### src/rtl/series_pkg.sv
// series_pkg
// Shared definitions for the series-evaluation datapath: default result width and
// buffer depth, the packed result record and the saturation constant.
package series_pkg;

   localparam int unsigned DEF_DATA_W = 16;
   localparam int unsigned DEF_DEPTH  = 4;

   // One buffered result at the default width: {overflow, data}.
   typedef struct packed {
      logic                  overflow;
      logic [DEF_DATA_W-1:0] data;
   } result_t;

   // Largest positive two's-complement value at the default width.
   localparam logic [DEF_DATA_W-1:0] SAT_MAX = {1'b0, {(DEF_DATA_W-1){1'b1}}};

endpackage

### src/rtl/series_result_mem.sv
// series_result_mem
// DEPTH x WIDTH register array, cleared by reset, with one synchronous write port
// and one asynchronous (combinational) read port.
// Ports:
//   clk, rst          - clock, asynchronous active-high reset
//   we, waddr, wdata  - write enable, address, word
//   raddr, rdata      - read address, read word (same cycle)
module series_result_mem #(
   parameter int unsigned WIDTH = 17,
   parameter int unsigned DEPTH = 4,
   localparam int unsigned AW   = $clog2(DEPTH)
) (
   input  logic             clk,
   input  logic             rst,
   input  logic             we,
   input  logic [AW-1:0]    waddr,
   input  logic [WIDTH-1:0] wdata,
   input  logic [AW-1:0]    raddr,
   output logic [WIDTH-1:0] rdata
);

   logic [WIDTH-1:0] mem_q [DEPTH];

   always_ff @(posedge clk or posedge rst) begin
      if (rst) begin
         for (int i = 0; i < int'(DEPTH); i++) begin
            mem_q[i] <= '0;
         end
      end else if (we) begin
         mem_q[waddr] <= wdata;
      end
   end

   assign rdata = mem_q[raddr];

endmodule

### src/rtl/series_result_buffer.sv
// series_result_buffer
// Output FIFO of the series-evaluation datapath. Never back-pressures the producer:
// a result arriving while full (and not being popped) is dropped and drop_err is set.
// First-word fall-through towards the consumer.
// Ports:
//   clk, rst                           - clock, asynchronous active-high reset
//   in_valid, in_data, in_overflow     - result strobe, word and overflow flag
//   out_valid, out_data, out_overflow  - head entry presented downstream
//   out_ready                          - consumer accepts head entry
//   count                              - occupancy 0..DEPTH
//   drop_err, err_clr                  - sticky drop flag and its synchronous clear
// Build option: SERIES_RESULT_SATURATE_EN replaces the word of an overflowed result
// with the maximum positive value before storing it.
module series_result_buffer
   import series_pkg::*;
#(
   parameter int unsigned DATA_W = DEF_DATA_W,
   parameter int unsigned DEPTH  = DEF_DEPTH
) (
   input  logic                    clk,
   input  logic                    rst,
   input  logic                    in_valid,
   input  logic [DATA_W-1:0]       in_data,
   input  logic                    in_overflow,
   output logic                    out_valid,
   output logic [DATA_W-1:0]       out_data,
   output logic                    out_overflow,
   input  logic                    out_ready,
   output logic [$clog2(DEPTH):0]  count,
   output logic                    drop_err,
   input  logic                    err_clr
);

   localparam int unsigned AW = $clog2(DEPTH);
   localparam int unsigned CW = AW + 1;
   localparam logic [CW-1:0] FullCnt = CW'(DEPTH);
   localparam logic [DATA_W-1:0] SatWord = {1'b0, {(DATA_W-1){1'b1}}};

   logic [AW-1:0] wr_ptr_q, wr_ptr_d;
   logic [AW-1:0] rd_ptr_q, rd_ptr_d;
   logic [CW-1:0] count_q, count_d;
   logic          drop_err_q, drop_err_d;

   logic          full, push, pop, drop;
   logic [DATA_W-1:0] wr_data;
   logic [DATA_W:0]   rd_word;

   assign full = (count_q == FullCnt);
   assign pop  = out_valid & out_ready;
   // A pop in the same cycle frees the slot, so a full buffer still accepts.
   assign push = in_valid & (~full | pop);
   assign drop = in_valid & full & ~pop;

`ifdef SERIES_RESULT_SATURATE_EN
   assign wr_data = in_overflow ? SatWord : in_data;
`else
   assign wr_data = in_data;
`endif

   always_comb begin
      wr_ptr_d   = wr_ptr_q;
      rd_ptr_d   = rd_ptr_q;
      count_d    = count_q;
      if (push) wr_ptr_d = wr_ptr_q + AW'(1);
      if (pop)  rd_ptr_d = rd_ptr_q + AW'(1);
      unique case ({push, pop})
         2'b10:   count_d = count_q + CW'(1);
         2'b01:   count_d = count_q - CW'(1);
         default: count_d = count_q;
      endcase
      // Set wins over a simultaneous clear.
      drop_err_d = drop | (drop_err_q & ~err_clr);
   end

   always_ff @(posedge clk or posedge rst) begin
      if (rst) begin
         wr_ptr_q   <= '0;
         rd_ptr_q   <= '0;
         count_q    <= '0;
         drop_err_q <= 1'b0;
      end else begin
         wr_ptr_q   <= wr_ptr_d;
         rd_ptr_q   <= rd_ptr_d;
         count_q    <= count_d;
         drop_err_q <= drop_err_d;
      end
   end

   series_result_mem #(
      .WIDTH (DATA_W + 1),
      .DEPTH (DEPTH)
   ) u_mem (
      .clk   (clk),
      .rst   (rst),
      .we    (push),
      .waddr (wr_ptr_q),
      .wdata ({in_overflow, wr_data}),
      .raddr (rd_ptr_q),
      .rdata (rd_word)
   );

   assign out_valid    = (count_q != '0);
   assign out_data     = rd_word[DATA_W-1:0];
   assign out_overflow = rd_word[DATA_W];
   assign count        = count_q;
   assign drop_err     = drop_err_q;

endmodule

### config.mk
export PLATFORM = sky130hd
export DESIGN_NAME = series_result_buffer
export DESIGN_NICKNAME = d
export VERILOG_FILES = /design/src/rtl/series_pkg.sv /design/src/rtl/series_result_mem.sv /design/src/rtl/series_result_buffer.sv
export SDC_FILE = /design/constraint.sdc
export NUM_CORES = 1
export LEC_CHECK = 0
export BUFFER_PORTS_ARGS = -buffer_cell sky130_fd_sc_hd__buf_4
export CELL_PAD_IN_SITES_DETAIL_PLACEMENT = 1
export CELL_PAD_IN_SITES_GLOBAL_PLACEMENT = 2
export CORE_MARGIN = 3
export CORE_UTILIZATION = 37
export DETAILED_ROUTE_END_ITERATION = 10
export GPL_TIMING_DRIVEN = 0
export PLACE_DENSITY = 0.82
export SYNTH_ARGS = -nofsm -noshare
export SYNTH_HDL_FRONTEND = slang
export SYNTH_HIERARCHICAL = 1
export SYNTH_SLANG_ARGS = --single-unit
### constraint.sdc
create_clock -name clk -period 2 [get_ports clk]
set_clock_uncertainty 0.05 [all_clocks]
set_input_delay 0.4 -clock clk [delete_from_list [all_inputs] [get_ports clk]]
set_output_delay 0.4 -clock clk [all_outputs]
set_load 0.05 [all_outputs]
---- After elaboration in Yosys (flattened, before gate mapping) ----
Cells that the tools add are included.
cells by class
  bitwise gates (word level) .............. 12
  equality and inequality tests ........... 3
  multiplexer cells ....................... 7
  $lt $le $gt $ge ......................... 3
  reductions and logical operators ........ 3
  add/sub/neg operators ................... 4
operators by type and width
  kind                 count
  $bwmux 68            1
  $mux 17              3
  $bmux 17 s2          1
  $demux 17 s2         1
  $ge 3x3->1 const B   2
  $not 2->3            2
  $pmux 3 s2           1
  $and 1x1->1          5
  $add 2x1->2 const B  2
  $add 3x1->3 const B  1
  $eq 3x3->1 const B   1
  $lt 3x1->1 const B   1
  $not 1->1            3
  $reduce_bool 3->1    1
  $sub 3x1->3 const B  1
  $eq 2x1->1 const B   1
  $eq 2x2->1 const B   1
  $or 1x1->1           2
  $reduce_bool 2->1    1
  $logic_and 1x1->1    1
word-level totals
  word-level logic and storage cells ...... 40
  output and inout bits ................... 22
  register bits ........................... 76
  input bits .............................. 22

---- Longest topological paths before layout ----
  word-level depth ........................ 6
  gate-level depth with buffers ........... 7
  mapped depth without buffers ............ 6

---- Cells and area by module ----
The synthesis kept the hierarchy.
by module, submodules not included
  module                seq. area each (um^2)  area each (um^2)  times used  cells each
  series_result_mem     1701.6                 2959.1            1           166
  series_result_buffer  200.2                  508.0             1           51

---- Least setup slack after synthesis ----
OpenSTA, ideal clock, no wires.
  path type ............................... register -> register
  start ................................... register count_q[1], in the netlist count[1]
  end ..................................... register u_mem/mem_q[51] (netlist bit)
  stages on the path, launching flop included .. 7
  data required time ...................... 1825 ps
  clock period less this slack ............ 2360 ps
  data arrival time ....................... 2186 ps
  path buffers ............................ 2
  path slack .............................. -360 ps
  cell sequence ........................... dfrtp_1 -> buf_2 -> nor4b_1 -> nor2_1 -> nor3b_4 -> buf_6 -> mux2_2
on the way
  word-level cells in the longest chain between the ends .. 4
  elaborated cells between the ends (all ways) .. 6
  those cells by class .................... 1 x eq/ne; 4 x bitwise; 1 x reduce/logical
RTL lines
  item                                             RTL line                                                 source
  start: declaration                               series_result_buffer.sv:41                               logic [CW-1:0] count_q, count_d;
  start signal: assignment                         series_result_buffer.sv:84                               count_q <= count_d;
  $reduce_bool 3->1 or $eq 3x3->1 (tied branches)  series_result_buffer.sv:102, series_result_buffer.sv:48
  $and 1x1->1 or $not 1->1 (tied branches)         series_result_buffer.sv:49, series_result_buffer.sv:51
  $or 1x1->1 *                                     series_result_buffer.sv:51                               assign push = in_valid & (~full | pop);
  $and 1x1->1 *                                    series_result_buffer.sv:51
  named net push                                   series_result_buffer.sv:44                               logic full, push, pop, drop;
  end signal: indexed assignment                   series_result_mem.sv:30                                  mem_q[waddr] <= wdata;
  end: declaration                                 series_result_mem.sv:22                                  logic [WIDTH-1:0] mem_q [DEPTH];
Mark *: on every way through the listed nets, which the timed path passes. The rest lies on a longest branch.
A chain may end at the register's enable or synchronous reset.

---- Worst setup path in the final report ----
  start ................................... register rd_ptr_q[0]
  end ..................................... output out_data[15]
on the way
  word-level cells in the longest chain between the ends .. 4
RTL lines
  item                                         RTL line                    source
  start: declaration                           series_result_buffer.sv:40  logic [AW-1:0] rd_ptr_q, rd_ptr_d;
  start signal: assignment                     series_result_buffer.sv:83  rd_ptr_q <= rd_ptr_d;
  $not 2->3 (not written as such)              series_result_mem.sv:34     assign rdata = mem_q[raddr];
  $bmux 17 s2                                  series_result_mem.sv:34
  $mux 17 (not written as such) (2 in series)  series_result_mem.sv:34
  end: declaration                             series_result_buffer.sv:26  output logic [DATA_W-1:0] out_data,
Every way passes these cells. The select of a mux whose other input is x is not followed.

==> run metrics <==
status finished with violations; failing checks negative setup slack; initial antenna violation count 0; Synth Net Count 240; row count 34; Fillers 850; CP Class reg -> out; R2R cell count 7; Tmin final 2.14 ns; die area 10600 um2; final worst setup slack -0.141 ns; Clock Tree Buf Depth 2; # DRC 0; drt wl/cell 18.9 um; H-tree depth 3; Starting Density 39.0%; CTS sink count 76; max-slew violation count 0; Post-DRT Antenna Nets 0; clk slew on worst S/H paths 0.08 ns; Die Y 103 um; Worst setup EP type primary output; hold crit path type in -> reg; Final Cycle Share 107%; Final nets 311; placer congestion estimate 0.759; register area share after synthesis 54.9%; Avg Vias per Cell 5.30; Seq cells post-synth 76; DR vias 2124; slew margin rel. 46.6%; GRT Total Usage 15.5%; multi-input gate area in the final layout 1560 um2; routed wire length 7580 um; grt ovf 0; Worst Setup Start Kind register; Post-Syn Area 3470 um2; initial detailed-routing violation count 39; CTS root buffer clkbuf_8; largest net degree at the start of global routing 37; crit path DAT 1.69 ns; Clock Latency Late Sink 0.34 ns; final number of setup-violating endpoints 27; Critical Path RT 1.55 ns; antenna cells 0; RSZ-0062 raised after global routing yes; final hold vios 0; TritonCTS clock tree built; Syn Inst Count 217; Die X-Extent 103 um; hpwl dp 4950 um; core box area 8890 um2; worst-path fanout max 7; I/O Pins 44; Yosys cell types 35; yosys warns 6; Hold Path Stages 2; commonest non-fill, non-tap cell in the layout dfrtp_1; share of layout cells above drive strength 1 62.8%; Highest Clock Rate 467 MHz; Register Area 1910 um2; vias in the first global route 2357; global-route wire length before repair 12100 um; Syn Area/Cell 16.0 um2; Layout area overhead 31.8%; setup_tns -1.92 ns; IO buf count 42; Max-cap violations 0; most frequent cells in the layout dfrtp_1 (73), mux2_2 (52), buf_4 (41), buf_6 (22), mux4_2 (17); Worst Max-Slew Pin Slew 0.800 ns; Detailed Routing Iterations Pass 1 4; CTS buffer count 9
==> timing repair <==
item,in CTS,in global routing
endpoints found under the hold margin,8,0
resized for setup,33,13
setup buffers,9,8
setup endpoints to repair,59,55
cloned,0,1
pin swaps,1,1
hold buffers,1,0
==> cells by family (layout without fill, tap and decap cells) <==
kind of cell             after synthesis  after routing  share of synthesized area (%)
adder cells (fa/ha/maj)                1              1                          0.577
multiplexers                          85             85                           33.1
buffers and inverters                 18             94                           3.14
AND/OR/NAND/NOR                       22             22                           4.87
XOR/XNOR                               4              4                           1.01
flip-flops                            76             76                           54.9
AO/OA/AOI/OAI                         11             11                           2.42
==> cell type report <==
| type | instances | share of cell area (%) |
|---|---|---|
| repair buffers | 62 | 12.5 |
| multi-input cells | 123 | 34.2 |
| well taps | 108 | 2.96 |
| inverters | 6 | 0.575 |
| plain buffers | 10 | 2.82 |
| flip-flops and latches | 76 | 41.7 |
| clock buffers | 13 | 3.70 |
| clock inverters | 3 | 1.48 |
==> layer usage <==
| layer | GRT usage [%] | part of all wire (%) |
|---|---|---|
| met3 | 4.19 | 3.1 |
| met4 | 5.38 | 0.92 |
| met1 | 17.6 | 43 |
| met5 | 0 | 0 |
| met2 | 28.0 | 53 |
==> final timing paths <==
kind,startpoint,endpoint,slack (ns)
max in group asynchronous,rst,u_mem/mem_q[41],0.57
min in group asynchronous,rst,rd_ptr_q[1],0.53
worst max-delay path,rd_ptr_q[0],out_data[15],-0.14
worst min-delay path,err_clr,drop_err,0.18
worst max register to register,count[2],u_mem/mem_q[67],-0.02
worst min register to register,u_mem/mem_q[36],u_mem/mem_q[36],0.45
==> per-stage QoR <==
| stage | utilization, % | cells | instance area [um2] | worst slack (ns) | hold WS [ns] |
|---|---|---|---|---|---|
| after floorplan | - | 217 | 3540 | -0.0407 | 0.165 |
| after global placement | 44.9 | 367 | 3990 | -0.344 | 0.354 |
| after detailed placement | 45.1 | 368 | 4010 | -0.363 | 0.357 |
| after CTS | 50.3 | 394 | 4470 | -0.159 | 0.157 |
| after global routing | 51.4 | 401 | 4570 | -0.221 | 0.170 |
| final | 51.4 | 401 | 4570 | -0.141 | 0.185 |
==> worst max-delay path, stage by stage, from the launching register on <==
cell and delay (ns):
dfrtp_1 0.38, buf_8 0.13, buf_12 0.13, mux4_2 0.53, buf_8 0.17
==> Yosys cell counts (all sizes together) <==
cell type / instances / area share [%]
a2bb2oi: 1 / 0.25
a31oi: 3 / 0.54
and2: 1 / 0.18
and3: 1 / 0.18
buf: 12 / 2.5
clkinv: 1 / 0.11
dfrtp: 76 / 55
fa: 1 / 0.58
inv: 5 / 0.54
mux2: 68 / 22
mux4: 17 / 11
nand2: 4 / 0.43
nand2b: 1 / 0.18
nand3: 2 / 0.58
nand3b: 3 / 0.87
nand4b: 1 / 0.25
nor2: 1 / 0.11
nor3: 2 / 0.29
nor3b: 1 / 0.54
nor4b: 1 / 0.25
o211ai: 1 / 0.22
o21ai: 1 / 0.14
o221ai: 1 / 0.25
o22ai: 1 / 0.18
o31a: 2 / 0.51
o41a: 1 / 0.32
or2: 1 / 0.18
or3: 1 / 0.18
or3b: 1 / 0.25
or4b: 1 / 0.40
xnor2: 2 / 0.51
xor2: 2 / 0.51
==> sequential cells by signal, indices dropped and copies added, names as in the netlist <==
name,flops
rd_ptr_q,2
u_mem/mem_q,68
count,3
wr_ptr_q,2
drop_err,1
Power is not shown: default switching activity piles up to over one toggle a cycle in this logic, so the estimate is an artifact.
